==> config.mk <==
export PLATFORM = sky130hd
export DESIGN_NAME = gate_drive_flat
export DESIGN_NICKNAME = d
export VERILOG_FILES = /design/src/rtl/gate_drive_pkg.sv /design/src/rtl/gate_drive_if.sv /design/src/rtl/gate_drive_sync2.sv /design/src/rtl/gate_drive.sv /design/src/flat_wrapper.sv
export SDC_FILE = /design/constraint.sdc
export NUM_CORES = 1
export LEC_CHECK = 0
export ABC_CLOCK_PERIOD_IN_PS = 2000
export BUFFER_PORTS_ARGS = -buffer_cell sky130_fd_sc_hd__buf_4
export CAP_MARGIN = 20
export CELL_PAD_IN_SITES_DETAIL_PLACEMENT = 0
export CELL_PAD_IN_SITES_GLOBAL_PLACEMENT = 1
export CORE_MARGIN = 4
export CORE_UTILIZATION = 31
export DETAILED_ROUTE_END_ITERATION = 12
export PLACE_DENSITY_LB_ADDON = 0.3
export SLEW_MARGIN = 30
export SYNTH_ARGS = -nofsm -noshare
export SYNTH_HDL_FRONTEND = slang
export SYNTH_HIERARCHICAL = 1
export SYNTH_SLANG_ARGS = --single-unit
==> constraint.sdc <==
create_clock -name clk -period 2 [get_ports clk]
set_input_delay 0.4 -clock clk [delete_from_list [all_inputs] [get_ports clk]]
set_output_delay 0.4 -clock clk [all_outputs]
set_load 0.01 [all_outputs]
==> src/rtl/gate_drive_pkg.sv <==
// gate_drive_pkg: shared types and parameter helpers for the gate_drive output stage.
//   gd_state_t       - burst controller states
//   calc_dt_cnt      - dead-time length in clock cycles
//   calc_max_on_cnt  - maximum RUN length in clock cycles
//   calc_stop_cnt    - maximum STOP wait for a terminating edge, in clock cycles
package gate_drive_pkg;

  typedef enum logic [2:0] {
    StIdle,
    StArm,
    StRun,
    StStop,
    StLock,
    StFault
  } gd_state_t;

  // Result must be at least 1 so every phase change gets a both-low gap.
  function automatic int unsigned calc_dt_cnt(input int unsigned clk_mhz,
                                              input int unsigned dead_time_ns);
    return (clk_mhz * dead_time_ns) / 1000;
  endfunction

  function automatic int unsigned calc_max_on_cnt(input int unsigned clk_mhz,
                                                  input int unsigned max_on_us);
    return clk_mhz * max_on_us;
  endfunction

  function automatic int unsigned calc_stop_cnt(input int unsigned clk_mhz,
                                                input int unsigned stop_timeout_us);
    return clk_mhz * stop_timeout_us;
  endfunction

endpackage

==> src/rtl/gate_drive_if.sv <==
// gate_drive_if: signal bundle between the drive source / monitor and gate_drive.
//   sgn     drive phase from the selector (synchronous to clk)
//   intr    interrupter enable (asynchronous)
//   ocd     over-current detect, active-high (asynchronous)
//   out_hi  high-side gate
//   out_lo  low-side gate
//   active  burst in progress
//   fault   over-current shutdown latched
// master: the side that drives sgn/intr/ocd. slave: gate_drive itself.
interface gate_drive_if;

  logic sgn;
  logic intr;
  logic ocd;
  logic out_hi;
  logic out_lo;
  logic active;
  logic fault;

  modport master (
    output sgn,
    output intr,
    output ocd,
    input  out_hi,
    input  out_lo,
    input  active,
    input  fault
  );

  modport slave (
    input  sgn,
    input  intr,
    input  ocd,
    output out_hi,
    output out_lo,
    output active,
    output fault
  );

endinterface

==> src/rtl/gate_drive_sync2.sv <==
// gate_drive_sync2: two-flop synchronizer for an asynchronous level input.
//   clk    destination clock
//   rst_n  asynchronous active-low reset (output resets to 0)
//   d      asynchronous input
//   q      synchronized output, two clk cycles of latency
module gate_drive_sync2 (
  input  logic clk,
  input  logic rst_n,
  input  logic d,
  output logic q
);

  logic meta_q;
  logic sync_q;

  always_ff @(posedge clk or negedge rst_n) begin
    if (!rst_n) begin
      meta_q <= 1'b0;
      sync_q <= 1'b0;
    end else begin
      meta_q <= d;
      sync_q <= meta_q;
    end
  end

  assign q = sync_q;

endmodule

==> src/rtl/gate_drive.sv <==
// gate_drive: turns the single-ended drive phase into complementary, dead-time separated
// bridge gate signals, gated into bursts by the interrupter, with a maximum on-time and a
// latched over-current shutdown.
//   clk    system clock
//   rst_n  asynchronous active-low reset
//   bus    gate_drive_if.slave: sgn, intr, ocd in; out_hi, out_lo, active, fault out
// All outputs are registered.
module gate_drive
  import gate_drive_pkg::*;
#(
  parameter int unsigned CLK_MHZ         = 100,
  parameter int unsigned DEAD_TIME_NS    = 100,
  parameter int unsigned MAX_ON_US       = 200,
  parameter int unsigned STOP_TIMEOUT_US = 4
) (
  input  logic         clk,
  input  logic         rst_n,
  gate_drive_if.slave  bus
);

  localparam int unsigned DtCnt    = calc_dt_cnt(CLK_MHZ, DEAD_TIME_NS);
  localparam int unsigned MaxOnCnt = calc_max_on_cnt(CLK_MHZ, MAX_ON_US);
  localparam int unsigned StopCnt  = calc_stop_cnt(CLK_MHZ, STOP_TIMEOUT_US);

  localparam int unsigned DtW = $clog2(DtCnt + 1);
  localparam int unsigned OnW = $clog2(MaxOnCnt + 1);
  localparam int unsigned StW = $clog2(StopCnt + 1);

  // The dead counter is loaded with DtCnt-1 on the edge cycle so that the gates are low for
  // exactly DtCnt registered cycles and the new phase appears DtCnt+1 cycles after the edge.
  localparam logic [DtW-1:0] DtLoad = DtW'(DtCnt - 1);
  localparam logic [OnW-1:0] OnLast = OnW'(MaxOnCnt - 1);
  localparam logic [OnW-1:0] OnMax  = OnW'(MaxOnCnt);
  localparam logic [StW-1:0] StLast = StW'(StopCnt - 1);
  localparam logic [StW-1:0] StMax  = StW'(StopCnt);

  logic intr_s;
  logic ocd_s;

  gate_drive_sync2 u_sync_intr (
    .clk   (clk),
    .rst_n (rst_n),
    .d     (bus.intr),
    .q     (intr_s)
  );

  gate_drive_sync2 u_sync_ocd (
    .clk   (clk),
    .rst_n (rst_n),
    .d     (bus.ocd),
    .q     (ocd_s)
  );

  gd_state_t      state_q, state_d;
  logic           sgn_q;
  logic           sgn_edge;
  logic [DtW-1:0] dt_q, dt_d;
  logic [OnW-1:0] on_cnt_q, on_cnt_d;
  logic [StW-1:0] stop_cnt_q, stop_cnt_d;
  logic           out_hi_q, out_hi_d;
  logic           out_lo_q, out_lo_d;
  logic           active_q, active_d;
  logic           fault_q, fault_d;
  logic           gating;
  logic           drive;

  assign sgn_edge = bus.sgn ^ sgn_q;

  always_comb begin
    state_d = state_q;
    case (state_q)
      StIdle:  if (intr_s) state_d = StArm;
      StArm: begin
        if (!intr_s) begin
          state_d = StIdle;
        end else if (sgn_edge) begin
          state_d = StRun;
        end
      end
      // An edge in the RUN->STOP cycle is deliberately not looked at: STOP ends on the next one.
      StRun:   if (!intr_s || (on_cnt_q == OnLast)) state_d = StStop;
      StStop:  if (sgn_edge || (stop_cnt_q == StLast)) state_d = StLock;
      StLock:  if (!intr_s) state_d = StIdle;
      StFault: if (!intr_s && !ocd_s) state_d = StIdle;
      default: state_d = StIdle;
    endcase
    // Over-current overrides every other transition; IDLE is already safe.
    if (ocd_s && (state_q != StIdle)) begin
      state_d = StFault;
    end
  end

  always_comb begin
    on_cnt_d = on_cnt_q;
    if ((state_q == StArm) && (state_d == StRun)) begin
      on_cnt_d = '0;
    end else if ((state_q == StRun) && (on_cnt_q != OnMax)) begin
      on_cnt_d = on_cnt_q + OnW'(1);
    end

    stop_cnt_d = stop_cnt_q;
    if ((state_q == StRun) && (state_d == StStop)) begin
      stop_cnt_d = '0;
    end else if ((state_q == StStop) && (stop_cnt_q != StMax)) begin
      stop_cnt_d = stop_cnt_q + StW'(1);
    end

    // Any edge, including one inside dead time, restarts the gap.
    dt_d = dt_q;
    if (sgn_edge) begin
      dt_d = DtLoad;
    end else if (dt_q != '0) begin
      dt_d = dt_q - DtW'(1);
    end
  end

  // Outputs are decoded from the next state so a FAULT entry drops the gates in the same cycle.
  always_comb begin
    gating   = (state_d == StRun) || (state_d == StStop);
    drive    = gating && !sgn_edge && (dt_q == '0);
    out_hi_d = drive && bus.sgn;
    out_lo_d = drive && !bus.sgn;
    active_d = gating;
    fault_d  = (state_d == StFault);
  end

  always_ff @(posedge clk or negedge rst_n) begin
    if (!rst_n) begin
      state_q    <= StIdle;
      sgn_q      <= 1'b0;
      dt_q       <= '0;
      on_cnt_q   <= '0;
      stop_cnt_q <= '0;
      out_hi_q   <= 1'b0;
      out_lo_q   <= 1'b0;
      active_q   <= 1'b0;
      fault_q    <= 1'b0;
    end else begin
      state_q    <= state_d;
      sgn_q      <= bus.sgn;
      dt_q       <= dt_d;
      on_cnt_q   <= on_cnt_d;
      stop_cnt_q <= stop_cnt_d;
      out_hi_q   <= out_hi_d;
      out_lo_q   <= out_lo_d;
      active_q   <= active_d;
      fault_q    <= fault_d;
    end
  end

  assign bus.out_hi = out_hi_q;
  assign bus.out_lo = out_lo_q;
  assign bus.active = active_q;
  assign bus.fault  = fault_q;

endmodule

==> src/flat_wrapper.sv <==
// flat-port wrapper written by rule: the top's interface ports become plain ports
module gate_drive_flat import gate_drive_pkg::*;
#(
  parameter int unsigned CLK_MHZ         = 100,
  parameter int unsigned DEAD_TIME_NS    = 100,
  parameter int unsigned MAX_ON_US       = 200,
  parameter int unsigned STOP_TIMEOUT_US = 4
)
  (clk, rst_n, bus_sgn, bus_intr, bus_ocd, bus_out_hi, bus_out_lo, bus_active, bus_fault);
  gate_drive_if bus_i ();
  input  logic clk;
  input  logic rst_n;
  input wire logic [$bits(bus_i.sgn)-1:0] bus_sgn;
  input wire logic [$bits(bus_i.intr)-1:0] bus_intr;
  input wire logic [$bits(bus_i.ocd)-1:0] bus_ocd;
  output wire logic [$bits(bus_i.out_hi)-1:0] bus_out_hi;
  output wire logic [$bits(bus_i.out_lo)-1:0] bus_out_lo;
  output wire logic [$bits(bus_i.active)-1:0] bus_active;
  output wire logic [$bits(bus_i.fault)-1:0] bus_fault;
  assign bus_i.sgn = bus_sgn;
  assign bus_i.intr = bus_intr;
  assign bus_i.ocd = bus_ocd;
  assign bus_out_hi = bus_i.out_hi;
  assign bus_out_lo = bus_i.out_lo;
  assign bus_active = bus_i.active;
  assign bus_fault = bus_i.fault;
  gate_drive #(.CLK_MHZ(CLK_MHZ), .DEAD_TIME_NS(DEAD_TIME_NS), .MAX_ON_US(MAX_ON_US), .STOP_TIMEOUT_US(STOP_TIMEOUT_US)) u_core (.clk(clk), .rst_n(rst_n), .bus(bus_i));
endmodule
==> results.yml <==
timing:
  slew_headroom_pct: 64.3
  min_period_over_period_pct: 92.9
  clock_skew_ns: 0.00590
  worst_slew_pin_slew_ns: 0.535
  setup_viol: 0
  maxSlewViolCount: 0
  setup_tns_ns: 0
  fin_crit_ns: 1.86
  hold_viol: 0
  fmax_mhz: 538
  hold-worst-slack_ns: 0.0756
  rsz0062_at_grt: "no"
floorplan:
  fp.dieArea_um2: 8080
  die_h_um: 89.9
  pin_count: 9
  die_width_um: 89.9
  core-area_um2: 6420
  rows: 29
  initial_core_util_pct: 32.4
layout:
  design_area_um2: 2380
  fin_util_pct: 37.1
  final_cells: 307
  fillCellCount: 637
  drive_gt1_share_pct: 14.3
  diodes: 0
  synthToLayoutAreaGrowth_pct: 14.6
  multi_input_area_um2: 1000
  ff_latch_area_um2: 1000
  final_nets: 239
pwr:
  seq_power_share_pct: 51.7
  switchingPower_mw: 0.852
  power_frac_comb_pct: 26.4
  netSwitchingFraction_pct: 34.2
  p_int_mw: 1.64
  peakVddDrop_uv: 306
  power.density_nw_per_um2: 1050
  clkPwrFrac_pct: 21.9
  p_leak_nw: 0.969
synthesis:
  postSynth.asyncResetShare_pct: 100
  ys_types: 43
  synth_edf_count: 0
  syn-cell-area_um2: 2080
  postSynthNetCount: 220
  synth_warnings: 6
  synth_seq_cells: 40
  synthCells: 210
  ys_seq_area_share_pct: 48.1
  ys_dominant_reg_cell: "dfrtp_1"
  synth_area_per_cell_um2: 9.90
setup_path:
  reg2reg_slack_ns: 0.14
  critical_path.max_stage_delay_ns: 0.56
  critical-path-top-delay-family: "simple AND/OR/NAND/NOR gates"
  cp-end-kind: "flop"
  critPathArrivalTime_ns: 2.01
  crit_chain: "or3b_4 -> or4b_4 -> o32ai_4 -> nor2_1"
  crit_path_start_kind: "flop"
  cp_num_buf_inv: 0
  cp.required_ns: 2.16
  worstSetupPathType: "flop to flop"
  critPathMaxFanout: 9
  crit_slowest_cell: "or4b_4"
clock_network:
  ctsHoldBuffers: 0
  clk_path_buf_depth: 2
  numCtsBuffers: 5
  path_clk_slew_ns: 0.07
  cts_sinks: 40
  clock_latency_ns: 0.29
  root_buffer: "clkbuf_8"
  htree_levels: 2
  cts_tree: "built"
  post_cts_buffers: 0
  cts.repair.resized: 0
routing:
  final_antenna_net_count: 0
  wire_per_inst_um: 13.6
  drcViolationCount: 0
  vias: 1573
  firstDrtPassIters: 4
  dr.first_iter.drc_count: 64
  vias_per_cell: 5.12
  routed_wl_mm: 4.18
run_status:
  status: "finished, final reports clean"
placed_design:
  dp.cells: 299
  io_buffer_count: 8
  hpwl_mm: 3.07
  placed_cell_area_um2: 2290
  place_congestion: 0.811
global_routing:
  grt_max_degree: 41
  grt_pass1_vias: 1558
  grt.total_usage_pct: 11.5
  grt_pass1_wl_mm: 7.61
  grt_overflow: 0
  grt_antenna_before_repair: 0
hold_path:
  holdCritPathClass: "input pin to async pin"
flow_run:
  max_cap_viol_count: 0
registers in the layout, indices dropped and copies added, names as in the netlist, 3 cells and up:
name,count
u_core/state_q,3
u_core/on_cnt_q,15
u_core/stop_cnt_q,9
u_core/dt_q,4
logic make-up after synthesis:
logic type                 count (synthesis)  synth area share [%]
xor gates and xnor gates                  20                  8.42
adders and majority gates                  5                  3.01
muxes                                      1                 0.481
DFF                                       40                  48.1
AOI/OAI and AO/OA                         26                  9.03
buffers and inverters                     18                  3.61
and+or+nand+nor                          100                  27.3
synth_stat cells, drive strengths merged (3+ instances only):
library cell	n	area share (%)
a211o	3	1.3
a21oi	8	1.9
and3	3	0.90
clkbuf	8	1.4
dfrtp	40	48
ha	5	3.0
inv	9	1.6
nand2	12	2.2
nand2b	3	0.90
nand3	7	1.7
nand4	8	2.4
nand4b	3	1.3
nor2	28	5.1
nor3	5	1.2
nor3b	4	1.7
nor4	11	3.3
o21ai	6	1.4
xnor2	18	7.6
cell usage in the layout, fill, tap and decap left out, types with 2 or more instances in the layout:
cell,instances
buf_4,21
inv_1,9
nor3b_1,3
nor4b_1,2
nor2_1,28
clkbuf_1,2
nand4b_1,3
nand2_1,12
o21ai_0,6
xnor2_1,18
nor3_1,5
ha_1,5
and3_1,3
a31oi_1,2
a211o_1,3
nand2b_1,3
nor4_1,11
a21oi_1,8
nand3_1,7
nand3b_1,2
xor2_1,2
dfrtp_1,40
nand4_1,8
or3_1,2
clkbuf_8,6
metrics by stage:
step	total power [mW]	setup slack, ns
after floorplan	1.74	0.191
after global placement	1.96	0.175
after detailed placement	1.96	0.137
after CTS	2.53	0.125
after global routing	2.73	0.0646
final	2.49	0.143
power groups by stage:
stage | logic, mW | registers, mW | clock network, mW
6_report | 0.658 | 1.29 | 0.546
5_1_grt | 0.772 | 1.33 | 0.622
4_1_cts | 0.666 | 1.29 | 0.578
3_5_place_dp | 0.661 | 1.30 | 0
3_3_place_gp | 0.655 | 1.30 | 0
2_1_floorplan | 0.525 | 1.22 | 0
routing by layer:
metal | track usage (%) | wire length, µm | vias to the layer above
li1 | - | - | 789
met1 | 15.9 | 2170 | 760
met2 | 16.9 | 1800 | 17
met3 | 3.34 | 133 | 7
met4 | 4.59 | 78 | 0
met5 | 0 | 0 | -
worst paths after layout:
path / start / end / cells past startpoint
max: u_core/state_q[2]$_DFF_PN0_ / u_core/stop_cnt_q[5]$_DFFE_PN0P_ / 4
min: rst_n / u_core/dt_q[2]$_DFFE_PN0P_ / 1
max reg2reg: u_core/state_q[2]$_DFF_PN0_ / u_core/stop_cnt_q[5]$_DFFE_PN0P_ / 4
min reg2reg: u_core/u_sync_ocd/meta_q$_DFF_PN0_ / u_core/u_sync_ocd/q$_DFF_PN0_ / 0
max in group asynchronous: rst_n / u_core/stop_cnt_q[7]$_DFFE_PN0P_ / 1
min in group clk: bus_ocd / u_core/u_sync_ocd/meta_q$_DFF_PN0_ / 1
layout make-up:
| cell class | instances | area share [%] |
|---|---|---|
| Inverter | 9 | 1.42 |
| Multi-Input combinational cell | 152 | 42.1 |
| Tap cell | 77 | 4.04 |
| Sequential cell | 40 | 42.0 |
| Clock buffer | 8 | 3.78 |
| Timing Repair Buffer | 21 | 6.62 |
worst reg2reg max path, stage by stage, from the launching register on:
cell,delay (ns)
dfrtp_1,0.40
or3b_4,0.42
or4b_4,0.56
o32ai_4,0.24
nor2_1,0.11
Note: power is estimated with default switching activity, not from simulation.
